===== src/rtl/keypad_tick_display_unit_if.sv =====
// Bundles the divider, display and key-matrix signals of the keypad/tick/display block.
// The master side drives the controls and the matrix rows; the slave side is the block itself.
interface keypad_tick_display_unit_if;
  logic [27:0] counter_max;
  logic        div_enable;
  logic [27:0] counter;
  logic        tick;
  logic [3:0]  binary;
  logic        dec_enable;
  logic [6:0]  hex;
  logic [2:0]  row;
  logic [2:0]  column;
  logic [3:0]  key;
  logic        valid_key;

  modport master (
    output counter_max, div_enable, binary, dec_enable, row,
    input  counter, tick, hex, column, key, valid_key
  );

  modport slave (
    input  counter_max, div_enable, binary, dec_enable, row,
    output counter, tick, hex, column, key, valid_key
  );
endinterface


===== src/rtl/keypad_tick_display_unit.sv =====
// Shared I/O block for the whack-a-mole game: a tick divider, a 7-segment digit register,
// and a debounced 3x3 key-matrix scanner. The three parts share only clock and reset.
module keypad_tick_display_unit #(
  parameter int SCAN_CYCLES    = 50_000,
  parameter int DEBOUNCE_SCANS = 3
) (
  input  logic clk,
  input  logic reset,
  keypad_tick_display_unit_if.slave bus
);

  localparam int SW = $clog2(SCAN_CYCLES);
  localparam int DW = $clog2(DEBOUNCE_SCANS + 1);
  localparam logic [SW-1:0] SCAN_LAST = SW'(SCAN_CYCLES - 1);
  localparam logic [DW-1:0] DEB_MAX   = DW'(DEBOUNCE_SCANS);

  function automatic logic [6:0] segPattern(input logic [3:0] value);
    case (value)
      4'd0:    segPattern = 7'b1000000;
      4'd1:    segPattern = 7'b1111001;
      4'd2:    segPattern = 7'b0100100;
      4'd3:    segPattern = 7'b0110000;
      4'd4:    segPattern = 7'b0011001;
      4'd5:    segPattern = 7'b0010010;
      4'd6:    segPattern = 7'b0000010;
      4'd7:    segPattern = 7'b1111000;
      4'd8:    segPattern = 7'b0000000;
      4'd9:    segPattern = 7'b0010000;
      default: segPattern = 7'b1111111;
    endcase
  endfunction

  function automatic logic [3:0] keyIndex(input logic [8:0] snap);
    keyIndex = 4'd0;
    for (int i = 0; i < 9; i++) begin
      if (snap[i]) keyIndex = 4'(i);
    end
  endfunction

  logic [27:0]   counterQ, counterD;
  logic [6:0]    hexQ, hexD;
  logic [SW-1:0] scanCntQ, scanCntD;
  logic [2:0]    columnQ, columnD;
  logic [8:0]    snapAccQ, snapAccD;
  logic [8:0]    prevSnapQ, prevSnapD;
  logic [DW-1:0] debCntQ, debCntD;
  logic          armedQ, armedD;
  logic [3:0]    keyQ, keyD;
  logic          validQ, validD;

  logic [8:0]    sampleBits;
  logic [8:0]    fullSnap;
  logic [DW-1:0] debNext;

  always_comb begin
    counterD = counterQ;
    if (bus.div_enable) begin
      counterD = (counterQ == 28'd0) ? bus.counter_max : counterQ - 28'd1;
    end
    hexD = bus.dec_enable ? segPattern(bus.binary) : hexQ;
  end

  // Bit 3*r+c of a snapshot is row r seen while column c is driven.
  always_comb begin
    sampleBits = 9'd0;
    for (int r = 0; r < 3; r++) begin
      for (int c = 0; c < 3; c++) begin
        sampleBits[3*r+c] = bus.row[r] & columnQ[c];
      end
    end
    fullSnap = snapAccQ | sampleBits;
    if (fullSnap == prevSnapQ) begin
      debNext = (debCntQ == DEB_MAX) ? DEB_MAX : debCntQ + DW'(1);
    end else begin
      debNext = DW'(1);
    end
  end

  always_comb begin
    scanCntD  = scanCntQ + SW'(1);
    columnD   = columnQ;
    snapAccD  = snapAccQ;
    prevSnapD = prevSnapQ;
    debCntD   = debCntQ;
    armedD    = armedQ;
    keyD      = keyQ;
    validD    = 1'b0;
    if (scanCntQ == SCAN_LAST) begin
      scanCntD = '0;
      columnD  = {columnQ[1:0], columnQ[2]};
      snapAccD = snapAccQ | sampleBits;
      // The sample on the last column closes a full scan and drives the debounce decision.
      if (columnQ[2]) begin
        snapAccD  = 9'd0;
        prevSnapD = fullSnap;
        debCntD   = debNext;
        if (debNext == DEB_MAX) begin
          if ($onehot(fullSnap) && armedQ) begin
            keyD   = keyIndex(fullSnap);
            validD = 1'b1;
            armedD = 1'b0;
          end else if (fullSnap == 9'd0) begin
            armedD = 1'b1;
          end
        end
      end
    end
  end

  always_ff @(posedge clk) begin
    if (reset) begin
      counterQ  <= bus.counter_max;
      hexQ      <= 7'b1111111;
      scanCntQ  <= '0;
      columnQ   <= 3'b001;
      snapAccQ  <= 9'd0;
      prevSnapQ <= 9'd0;
      debCntQ   <= '0;
      armedQ    <= 1'b1;
      keyQ      <= 4'd0;
      validQ    <= 1'b0;
    end else begin
      counterQ  <= counterD;
      hexQ      <= hexD;
      scanCntQ  <= scanCntD;
      columnQ   <= columnD;
      snapAccQ  <= snapAccD;
      prevSnapQ <= prevSnapD;
      debCntQ   <= debCntD;
      armedQ    <= armedD;
      keyQ      <= keyD;
      validQ    <= validD;
    end
  end

  assign bus.counter   = counterQ;
  assign bus.tick      = bus.div_enable && (counterQ == 28'd0);
  assign bus.hex       = hexQ;
  assign bus.column    = columnQ;
  assign bus.key       = keyQ;
  assign bus.valid_key = validQ;

endmodule


===== src/flat_wrapper.sv =====
// flat-port wrapper written by rule: the top's interface ports become plain ports
module keypad_tick_display_unit_flat 
#(
  parameter int SCAN_CYCLES    = 50_000,
  parameter int DEBOUNCE_SCANS = 3
)
  (clk, reset, bus_counter_max, bus_div_enable, bus_binary, bus_dec_enable, bus_row, bus_counter, bus_tick, bus_hex, bus_column, bus_key, bus_valid_key);
  keypad_tick_display_unit_if bus_i ();
  input  logic clk;
  input  logic reset;
  input wire logic [$bits(bus_i.counter_max)-1:0] bus_counter_max;
  input wire logic [$bits(bus_i.div_enable)-1:0] bus_div_enable;
  input wire logic [$bits(bus_i.binary)-1:0] bus_binary;
  input wire logic [$bits(bus_i.dec_enable)-1:0] bus_dec_enable;
  input wire logic [$bits(bus_i.row)-1:0] bus_row;
  output wire logic [$bits(bus_i.counter)-1:0] bus_counter;
  output wire logic [$bits(bus_i.tick)-1:0] bus_tick;
  output wire logic [$bits(bus_i.hex)-1:0] bus_hex;
  output wire logic [$bits(bus_i.column)-1:0] bus_column;
  output wire logic [$bits(bus_i.key)-1:0] bus_key;
  output wire logic [$bits(bus_i.valid_key)-1:0] bus_valid_key;
  assign bus_i.counter_max = bus_counter_max;
  assign bus_i.div_enable = bus_div_enable;
  assign bus_i.binary = bus_binary;
  assign bus_i.dec_enable = bus_dec_enable;
  assign bus_i.row = bus_row;
  assign bus_counter = bus_i.counter;
  assign bus_tick = bus_i.tick;
  assign bus_hex = bus_i.hex;
  assign bus_column = bus_i.column;
  assign bus_key = bus_i.key;
  assign bus_valid_key = bus_i.valid_key;
  keypad_tick_display_unit #(.SCAN_CYCLES(SCAN_CYCLES), .DEBOUNCE_SCANS(DEBOUNCE_SCANS)) u_core (.clk(clk), .reset(reset), .bus(bus_i));
endmodule

===== config.mk =====
export PLATFORM = sky130hd
export DESIGN_NAME = keypad_tick_display_unit_flat
export DESIGN_NICKNAME = d
export VERILOG_FILES = /design/src/rtl/keypad_tick_display_unit_if.sv /design/src/rtl/keypad_tick_display_unit.sv /design/src/flat_wrapper.sv
export SDC_FILE = /design/constraint.sdc
export NUM_CORES = 1
export LEC_CHECK = 0
export BUFFER_PORTS_ARGS = -buffer_cell sky130_fd_sc_hd__buf_2
export CAP_MARGIN = 20
export CORE_MARGIN = 4
export CORE_UTILIZATION = 50
export DETAILED_ROUTE_END_ITERATION = 8
export PLACE_DENSITY = 0.76
export SETUP_SLACK_MARGIN = 0.2
export SLEW_MARGIN = 20
export SYNTH_ARGS = -nofsm -noshare
export SYNTH_HDL_FRONTEND = slang
export SYNTH_SLANG_ARGS = --single-unit

===== constraint.sdc =====
create_clock -name clk -period 3.84 [get_ports clk]
set_input_delay 0.384 -clock clk [delete_from_list [all_inputs] [get_ports clk]]
set_output_delay 0.384 -clock clk [all_outputs]
set_load 0.02 [all_outputs]

==> results of run 1 <==
cells in the final DEF (no fill, tap or decap), types with 6 or more instances in the layout:
| cell type | count |
|---|---|
| a211oi_1 | 13 |
| a21oi_1 | 34 |
| a21oi_4 | 6 |
| buf_2 | 82 |
| buf_4 | 19 |
| clkbuf_8 | 11 |
| dfxtp_1 | 49 |
| edfxtp_1 | 28 |
| ha_1 | 14 |
| inv_1 | 20 |
| inv_2 | 7 |
| mux2i_1 | 8 |
| nand2_1 | 16 |
| nand3_1 | 13 |
| nor2_1 | 84 |
| nor3_1 | 15 |
| nor4_1 | 8 |
| o21ai_0 | 13 |
| xnor2_1 | 31 |
| xor2_1 | 13 |
logic make-up (layout without fill, tap and decap cells):
group | count (synthesis) | count (layout) | synth area share, %
buffers and inverters | 46 | 144 | 4.935
multiplexers | 10 | 10 | 2.353
adder cells (fa/ha/maj) | 23 | 23 | 7.461
AND/OR/NAND/NOR | 187 | 187 | 22.07
XOR/XNOR | 44 | 44 | 8.838
AO/OA/AOI/OAI | 82 | 82 | 11.19
flip-flops | 80 | 80 | 43.16
sequential cells by signal, summed over array words and instances (netlist names):
signal,flops
u_core.bus.column,3
u_core.armedQ,1
u_core.bus.valid_key,1
u_core.prevSnapQ,9
u_core.snapAccQ,9
u_core.scanCntQ,16
u_core.bus.key,4
u_core.bus.hex,7
u_core.debCntQ,2
u_core.bus.counter,28
routing by layer:
layer | wire (um) | vias up
met5 | 0 | -
met4 | 250 | 0
met3 | 565 | 25
met2 | 4621 | 92
met1 | 4461 | 1736
li1 | - | 1832
area by class of cell:
cell class | instances | area [um^2]
Fill cell | 733 | 3102
Multi-Input combinational cell | 346 | 2384
Sequential cell | 80 | 1893
Timing Repair Buffer | 101 | 553.0
Clock buffer | 13 | 158.9
Tap cell | 105 | 131.4
Inverter | 27 | 101.3
Clock inverter | 3 | 17.52
where the power goes:
part | internal (uW) | switching, uW | leakage, uW
Clock | 269 | 291 | 0.0000894
Combinational | 102 | 157 | 0.00130
Sequential | 922 | 41.5 | 0.000700
worst max path at each step:
stage	startpoint	to	slack [ns]	cells after the start
2_1_floorplan	u_core.bus.column[0]	u_core.bus.key[3]	0.21	13
3_3_place_gp	bus_row[0]	u_core.bus.key[3]	0.12	14
3_5_place_dp	bus_row[0]	u_core.bus.key[3]	0.03	14
4_1_cts	u_core.bus.column[1]	u_core.bus.key[3]	0.22	13
5_1_grt	u_core.bus.column[2]	u_core.bus.key[3]	0.13	13
6_report	u_core.bus.column[2]	u_core.bus.key[3]	0.31	13
timing repair:
| action | in CTS | in global routing |
|---|---|---|
| gates resized for setup | 0 | 3 |
| buffers inserted | 2 | 4 |
| pin swaps | 1 | 7 |
| endpoints found under the setup margin | 4 | 6 |
worst register-to-register path, cell delays in order (launching register included):
cell and delay [ns]:
dfxtp_4 0.38, a21oi_4 0.21, inv_2 0.06, ha_4 0.15, fa_1 0.51, inv_2 0.04
fa_1 0.48, inv_1 0.05, ha_2 0.16, fa_1 0.44, nor4b_2 0.23, nand2_1 0.10
nand4b_1 0.26, mux2_4 0.35
metrics by stage:
step | cells | util [%]
after CTS | 671 | 62.42
after global placement | 653 | 60.13
after detailed placement | 653 | 60.13
after floorplan | 472 | -
after global routing | 675 | 62.81
final | 675 | 62.81
==> out/metrics.yaml, run 1 <==
status: "finished clean"
vias: 3685
met3_usage_pct: 4.959
crit_top_cell: "fa_1"
cts_made_buffers: 9
layout-drive-gt1-share_pct: 27.37
whs_ns: 0.3352
tritoncts: "done"
cp_slowest_cell: "fa_1"
crit_fanout: 5
grt_pass1_vias: 3560
clock-root-buffer: "clkbuf_8"
tns_ns: 0
grt_max_degree: 53
core_um2: 8341
synth_top_area_share_pct: 23.87
cp.arrival_ns: 3.76
fin_area_um2: 5239
dieArea_um2: 10280
grt_overflow: 0
p_leak_uw: 0.002093
start_kind: "register"
syn_inst: 472
gr-usage-met1_pct: 26.27
worstRegToRegCells: 13
yosysTopAreaCell: "dfxtp_1"
syn_to_final_growth_pct: 20.14
clkSinkCount: 80
diodes: 0
cts_buffer_depth: 2
drc: 0
rows: 33
place_area_um2: 5015
finalCritPeriodShare_pct: 91.80
grt_pass1_wl_mm: 16.55
h-tree-depth: 3
cap_violations: 0
synth.area.top_cells: "dfxtp_1 24%, edfxtp_1 19%, nor2_1 7.2%, xnor2_1 6.2%, ha_1 5.2%"
yosys.cell_types.count: 58
hpwl_mm: 7.361
rrSetupSlack_ns: 0.31
ys_top_cells_by_count: "84 x nor2_1, 52 x dfxtp_1, 42 x a21oi_1"
r2r_start: "u_core.bus.column[2]"
ios: 83
yosys_warnings: 0
hp-start: "bus_dec_enable"
synthesis.nets: 534
antenna_found_initial: 0
dp_slack_ns: 0.02533
end_kind: "register"
portBuffers: 82
die_w_um: 101.4
post_drt_wl_per_cell_um: 14.66
finalPower_uw: 1782
final-hold-violation-count: 0
cellPowerDensity_nw_per_um2: 340.2
setup_viol: 0
via_per_inst: 5.459
cp.required_ns: 4.08
grt_usage_pct: 20.01
grt.busiest_layer: "met2"
synth-async-reset-ratio_pct: 0
skew_ns: 0.01012
critPathMaxStageDelay_ns: 0.51
synth_seq_cells: 80
min_to: "u_core.bus.hex[2]"
hold_depth: 3
die_h_um: 101.4
path_delay_family: "adder cells"
ant_nets: 0
timing.rr.end: "u_core.bus.key[3]"
worst_pin_slew_ns: 0.9212
wl_mm: 9.898
slew_viol_final: 0
slew-limit-headroom_pct: 38.58
critPathBufInv: 3
postCtsHoldBufs: 0
ys.flop_type: "dfxtp_1"
fin_nets: 627
gp_congestion: 0.8567
first_pass_iters: 4
fin_ws_ns: 0.3149
synth_edf_count: 28
synth_area_um2: 4360
ir_drop_uv: 224.3
hold_class: "in2reg"
initial_core_util_pct: 52.28
ys_seq_area_share_pct: 43.16
first_iter_violations: 197
crit_type: "reg2reg"
rsz0062_at_grt: "yes"
crit_path_cell_trace: "a21oi_4 -> inv_2 -> ha_4 -> fa_1 -> inv_2 -> fa_1 -> inv_1 -> ha_2 -> fa_1 -> nor4b_2 -> nand2_1 -> nand4b_1 -> mux2_4"
clkTransAtPathRegs_ns: 0.08
fmax_ghz: 0.2837
grtUsageMet2_pct: 31.44
min_period_ns: 3.525
syn_area_per_cell_um2: 9.238
clk_latency_ns: 0.35
yosysMostFrequentCell: "nor2_1"
No activity file was read; power rests on OpenSTA's default activity.
==> run 2, diff against run 1 <==
Settings changed: CORE_UTILIZATION 50 to 56, PLACE_DENSITY 0.76 to 0.81.
Clock period 3.84 ns to 3.8 ns, I/O delays scaled along.
==> run 2 against run 1 <==
  * Die area shrank 9.9%
  * Critical path depth grew 1
  * Via count fell by 0.11%
  * Non-clock buffer count is 3 lower
  * Sequential power grew 1%
  * Clock power grew 18%
  * Critical endpoint is now u_core.bus.key[2]
  * Largest cell class unchanged
  * Largest power group unchanged
==> out/metrics.yaml, run 2 (synthesized netlist as in run 1, its figures left out) <==
layout-drive-gt1-share_pct: 27.51  # +0.14 points
core_um2: 7408  # -11%
ir_drop_uv: 254.5  # +13%
diodes: 0  # unchanged
clock-root-buffer: "clkbuf_8"
ios: 83  # unchanged
first_iter_violations: 184  # -6.6%
status: "finished clean"
grt_usage_pct: 22.09  # +2.1 points
largest_reg_flops: 28  # unchanged
drc: 0  # unchanged
fill_cells: 607  # -17%
worstRegToRegCells: 14  # +1
rsz0062_at_grt: "yes"
p_leak_uw: 0.002088  # -0.20%
final_common_cell: "nor2_1"
crit_type: "reg2reg"
skew_ns: 0.01732  # +0.007198 ns
worst_pin_slew_ns: 0.9239  # +0.002714 ns
cellPowerDensity_nw_per_um2: 360.7  # +6.0%
initial_core_util_pct: 58.86  # +6.6 points
timing.rr.end: "u_core.bus.key[2]"
tritoncts: "done"
end_kind: "register"
vias: 3681  # -0.11%
via_per_inst: 5.527  # +1.2%
clkTransAtPathRegs_ns: 0.08  # about the same
slew-limit-headroom_pct: 38.40  # -0.18 points
syn_to_final_growth_pct: 20.66
portBuffers: 82  # unchanged
path_delay_family: "adder cells"
tns_ns: 0  # unchanged
slew_viol_final: 0  # unchanged
h-tree-depth: 3  # unchanged
grt_max_degree: 53  # unchanged
min_to: "u_core.bus.hex[2]"
grt_overflow: 0  # unchanged
critPathBufInv: 4  # +1
cp_slowest_cell: "fa_1"
antenna_found_initial: 0  # unchanged
min_period_ns: 3.500  # -0.02512 ns
clk_latency_ns: 0.35  # about the same
cts_buffer_depth: 2  # unchanged
r2r_start: "u_core.bus.column[0]"
crit_fanout: 5  # unchanged
postCtsHoldBufs: 0  # unchanged
crit_path_cell_trace: "a21oi_4 -> inv_2 -> ha_4 -> fa_1 -> inv_1 -> fa_1 -> inv_1 -> ha_2 -> fa_1 -> nor4b_2 -> nand2_1 -> nand4b_1 -> buf_4 -> mux2i_2"
finalCritPeriodShare_pct: 92.10  # +0.31 points
cp.required_ns: 4.03  # -0.05 ns
crit_top_cell: "fa_1"
gp_congestion: 0.8936  # +4.3%
layout_common_cells: "84 x nor2_1, 82 x buf_2, 49 x dfxtp_1, 34 x a21oi_1, 31 x xnor2_1"
first_pass_iters: 4  # unchanged
grt_pass1_vias: 3516  # -1.2%
hold_class: "in2reg"
final-hold-violation-count: 0  # unchanged
critPathMaxStageDelay_ns: 0.47  # -0.04 ns
cts_made_buffers: 9  # unchanged
die_h_um: 96.24  # -5.1%
die_w_um: 96.24  # -5.1%
cp.arrival_ns: 3.73  # -0.03 ns
dieArea_um2: 9262  # -9.9%
grt_pass1_wl_mm: 16.19  # -2.2%
wl_mm: 9.820  # -0.79%
hp-start: "bus_dec_enable"
fmax_ghz: 0.2857  # +0.72%
post_drt_wl_per_cell_um: 14.74  # +0.55%
rows: 31  # -6.1%
fin_nets: 624  # -0.48%
cap_violations: 0  # unchanged
hold_depth: 3  # unchanged
finalPower_uw: 1898  # +6.5%
hpwl_mm: 7.154  # -2.8%
ant_nets: 0  # unchanged
clkSinkCount: 80  # unchanged
setup_viol: 0  # unchanged
start_kind: "register"
rrSetupSlack_ns: 0.30  # about the same
==> run 2: cell types whose count changed in the layout (fill, tap and decap cells not counted), sizes merged <==
| cell | before | now |
|---|---|---|
| bufinv | 0 | 1 |
| buf | 101 | 98 |
| clkinvlp | 1 | 0 |
==> run 2: how the worst max path moves through the flow <==
| stage | start | endpoint | slack, ns | depth (start not counted) |
|---|---|---|---|---|
| after floorplan | u_core.bus.column[0] | u_core.bus.key[3] | 0.17 | 13 |
| after global placement | bus_row[0] | u_core.bus.key[3] | 0.16 | 14 |
| after detailed placement | bus_row[1] | u_core.bus.key[3] | 0.09 | 14 |
| after CTS | u_core.bus.column[2] | u_core.bus.key[3] | 0.22 | 13 |
| after global routing | u_core.bus.column[0] | u_core.bus.key[2] | 0.08 | 14 |
| final | u_core.bus.column[0] | u_core.bus.key[2] | 0.30 | 14 |
==> run 2: cell type report <==
type | count | area (um^2) | area share, %
multi-input cells | 346 | 2404 | 45.68
flip-flops and latches | 80 | 1893 | 35.98
repair buffers | 98 | 530.5 | 10.08
clock buffers | 13 | 168.9 | 3.210
well taps | 99 | 123.9 | 2.354
inverters | 27 | 101.3 | 1.926
clock inverters | 3 | 40.04 | 0.7610
==> run 2: metrics by stage <==
stage                     area [um^2]  util [%]  std cells  setup WS, ns  hold WS (ns)
after global routing             5261     71.02        666       0.08125        0.3379
after floorplan                  4492         -        472        0.1724        0.4175
final                            5261     71.02        666        0.3000        0.3232
after global placement           5010     67.62        647        0.1572        0.4284
after CTS                        5219     70.44        663        0.2204        0.3083
after detailed placement         5010     67.62        647       0.08650        0.4416
==> run 2: metal layers <==
| metal | global-route usage (%) | share of wire (%) | vias up | routed length [um] |
|---|---|---|---|---|
| met1 | 28.83 | 44 | 1740 | 4338 |
| met4 | 6.872 | 1.2 | 0 | 115 |
| met2 | 36.75 | 49 | 106 | 4806 |
| met5 | 0 | 0 | - | 0 |
| met3 | 4.378 | 5.7 | 11 | 560 |
| li1 | - | - | 1824 | - |
==> run 2: worst register-to-register path: stages (launching register included) <==
cell      delay [ns]
dfxtp_4         0.38
a21oi_4         0.20
inv_2           0.08
ha_4            0.16
fa_1            0.47
inv_1           0.05
fa_1            0.47
inv_1           0.04
ha_2            0.16
fa_1            0.44
nor4b_2         0.21
nand2_1         0.10
nand4b_1        0.26
buf_4           0.22
mux2i_2         0.14
==> run 2: power by group <==
| part | switching (uW) | total, uW | internal, uW | leakage, uW |
|---|---|---|---|---|
| logic | 160 | 264 | 105 | 0.00128 |
| clock network | 304 | 660 | 356 | 0.000109 |
| registers | 42.4 | 974 | 931 | 0.000700 |
==> run 2: repair_timing <==
item,CTS,global route
buffers inserted,0,3
endpoints found under the setup margin,0,6
gates resized for setup,0,3
==> run 3, diff against run 2 <==
Settings changed: CORE_UTILIZATION 56 to 55, MAX_ROUTING_LAYER set to met4, PLACE_DENSITY 0.81 to 0.79.
==> run 3 against run 2 <==
  * Sequential power barely moved
  * Final area fell by 0.12%
  * Critical path depth fell by 1
  * Clock skew fell by 0.0099 ns
  * Worst hold slack improved by 0.019 ns
  * Flip-flop and latch count did not move
  * Maximum frequency rose by 0.88%
  * Via count fell by 0.65%
  * Utilization fell by 3.0 points
  * Critical endpoint is now u_core.bus.key[3]
  * Largest cell class unchanged
  * Largest power group unchanged
==> out/metrics.yaml, run 3 (synthesized netlist as in run 1, its figures left out) <==
ios: 83  # unchanged
hold_depth: 3  # unchanged
final-hold-violation-count: 0  # unchanged
regArea_um2: 1893  # unchanged
min_to: "u_core.bus.hex[2]"
tns_ns: 0  # unchanged
drc: 0  # unchanged
timing.rr.end: "u_core.bus.key[3]"
grt_max_degree: 53  # unchanged
fin_nets: 626  # +0.32%
first_pass_iters: 4  # unchanged
cp.required_ns: 4.04  # about the same
post_drt_wl_per_cell_um: 14.52  # -1.5%
cts_buffer_depth: 2  # unchanged
fill_cells: 617  # +1.6%
via_per_inst: 5.450  # -1.4%
clkTransAtPathRegs_ns: 0.08  # about the same
cap_violations: 0  # unchanged
cts_setup_buffers: 0  # unchanged
die_w_um: 97.04  # +0.83%
crit_path_cell_trace: "a21oi_4 -> inv_2 -> ha_4 -> fa_1 -> inv_1 -> fa_1 -> inv_1 -> ha_2 -> fa_1 -> nor4b_2 -> nand2_1 -> nand4b_1 -> mux2_4"
slew_viol_final: 0  # unchanged
ant_nets: 0  # unchanged
ir_drop_uv: 197.2  # -23%
crit_top_cell: "fa_1"
start_kind: "register"
crit_type: "reg2reg"
tritoncts: "done"
grt_overflow: 0  # unchanged
rrSetupSlack_ns: 0.33  # +0.03 ns
crit_fanout: 6  # +1
first_iter_violations: 163  # -11%
cp.arrival_ns: 3.71  # -0.02 ns
largest_reg_flops: 28  # unchanged
clk_latency_ns: 0.34  # about the same
wl_mm: 9.741  # -0.80%
grt_pass1_vias: 3510  # -0.17%
worstRegToRegCells: 13  # -1
skew_ns: 0.007413  # -0.009903 ns
diodes: 0  # unchanged
hold_class: "in2reg"
hpwl_mm: 7.084  # -0.98%
finalPower_uw: 1894  # -0.17%
h-tree-depth: 3  # unchanged
critPathMaxStageDelay_ns: 0.48  # about the same
rsz0062_at_grt: "yes"
final_common_cell: "nor2_1"
vias: 3657  # -0.65%
cts_repair_resize_count: 0  # unchanged
layout_common_cells: "84 x nor2_1, 82 x buf_2, 49 x dfxtp_1, 34 x a21oi_1, 31 x xnor2_1"
syn_to_final_growth_pct: 20.52
r2r_start: "u_core.bus.column[2]"
postCtsHoldBufs: 0  # unchanged
core_um2: 7727  # +4.3%
clock-root-buffer: "clkbuf_8"
setup_viol: 0  # unchanged
portBuffers: 82  # unchanged
initial_core_util_pct: 56.43  # -2.4 points
dieArea_um2: 9417  # +1.7%
layout-drive-gt1-share_pct: 26.89  # -0.62 points
hp-start: "bus_dec_enable"
antenna_found_initial: 0  # unchanged
slew-limit-headroom_pct: 38.03  # -0.37 points
status: "finished clean"
cts_made_buffers: 9  # unchanged
p_leak_uw: 0.002098  # +0.45%
fmax_ghz: 0.2882  # +0.88%
clkSinkCount: 80  # unchanged
multi_input_area_um2: 2384  # -0.83%
finalCritPeriodShare_pct: 91.30  # -0.80 points
die_h_um: 97.04  # +0.83%
cellPowerDensity_nw_per_um2: 360.5  # about the same
worst_pin_slew_ns: 0.9295  # +0.005569 ns
rows: 32  # +3.2%
grt_pass1_wl_mm: 16.37  # +1.1%
end_kind: "register"
gp_congestion: 0.8539  # -4.4%
min_period_ns: 3.470  # -0.03047 ns
grt_usage_pct: 21.23  # -0.86 points
cp_slowest_cell: "fa_1"
[run 3: worst max-delay path by stage]
stage	start	to	slack (ns)	cells past startpoint
floorplan	u_core.bus.column[0]	u_core.bus.key[3]	0.17	13
global placement	bus_row[0]	u_core.bus.key[3]	0.11	14
detailed placement	bus_row[0]	u_core.bus.key[3]	0.05	14
CTS	u_core.bus.column[2]	u_core.bus.key[3]	0.21	13
global route	u_core.bus.column[2]	u_core.bus.key[3]	0.15	13
finish	u_core.bus.column[2]	u_core.bus.key[3]	0.33	13
[run 3: cell type report]
| cell class | instances | area share [%] |
|---|---|---|
| Timing Repair Buffer | 100 | 10.38 |
| Tap cell | 102 | 2.429 |
| Clock buffer | 12 | 2.571 |
| Inverter | 27 | 1.929 |
| Multi-Input combinational cell | 346 | 45.36 |
| Clock inverter | 4 | 1.310 |
| Sequential cell | 80 | 36.02 |
[run 3: per-layer routing]
metal  GRT usage [%]  share of wire (%)  vias up
li1                -                  -     1832
met1           27.04                 45     1711
met2           34.02                 48       95
met3           4.614                5.7       19
met4           6.371                1.2        0
met5               -                  0        -
[run 3: where the power goes]
part / total, uW / switching (uW) / internal, uW
clock network: 662 / 294 / 368
logic: 260 / 157 / 103
registers: 972 / 41.2 / 931
[run 3: metrics by stage]
| step | util, % | cells | setup WS, ns | cell area [um^2] | hold WS (ns) |
|---|---|---|---|---|---|
| 2_1_floorplan | - | 472 | 0.1724 | 4492 | 0.4175 |
| 3_3_place_gp | 64.88 | 650 | 0.1127 | 5014 | 0.4324 |
| 3_5_place_dp | 64.88 | 650 | 0.05362 | 5014 | 0.4378 |
| 4_1_cts | 67.52 | 666 | 0.2092 | 5218 | 0.3225 |
| 5_1_grt | 68.01 | 671 | 0.1490 | 5255 | 0.3352 |
| 6_report | 68.01 | 671 | 0.3305 | 5255 | 0.3420 |
[run 3: worst max-delay path, delay by kind of cell (launching register included)]
kind            cells  cell delay (ns)
mux                 1             0.34
buf+inv             3             0.16
compound gates      1             0.21
flops               1             0.37
simple gates        3             0.55
fa+ha+maj           5             1.72
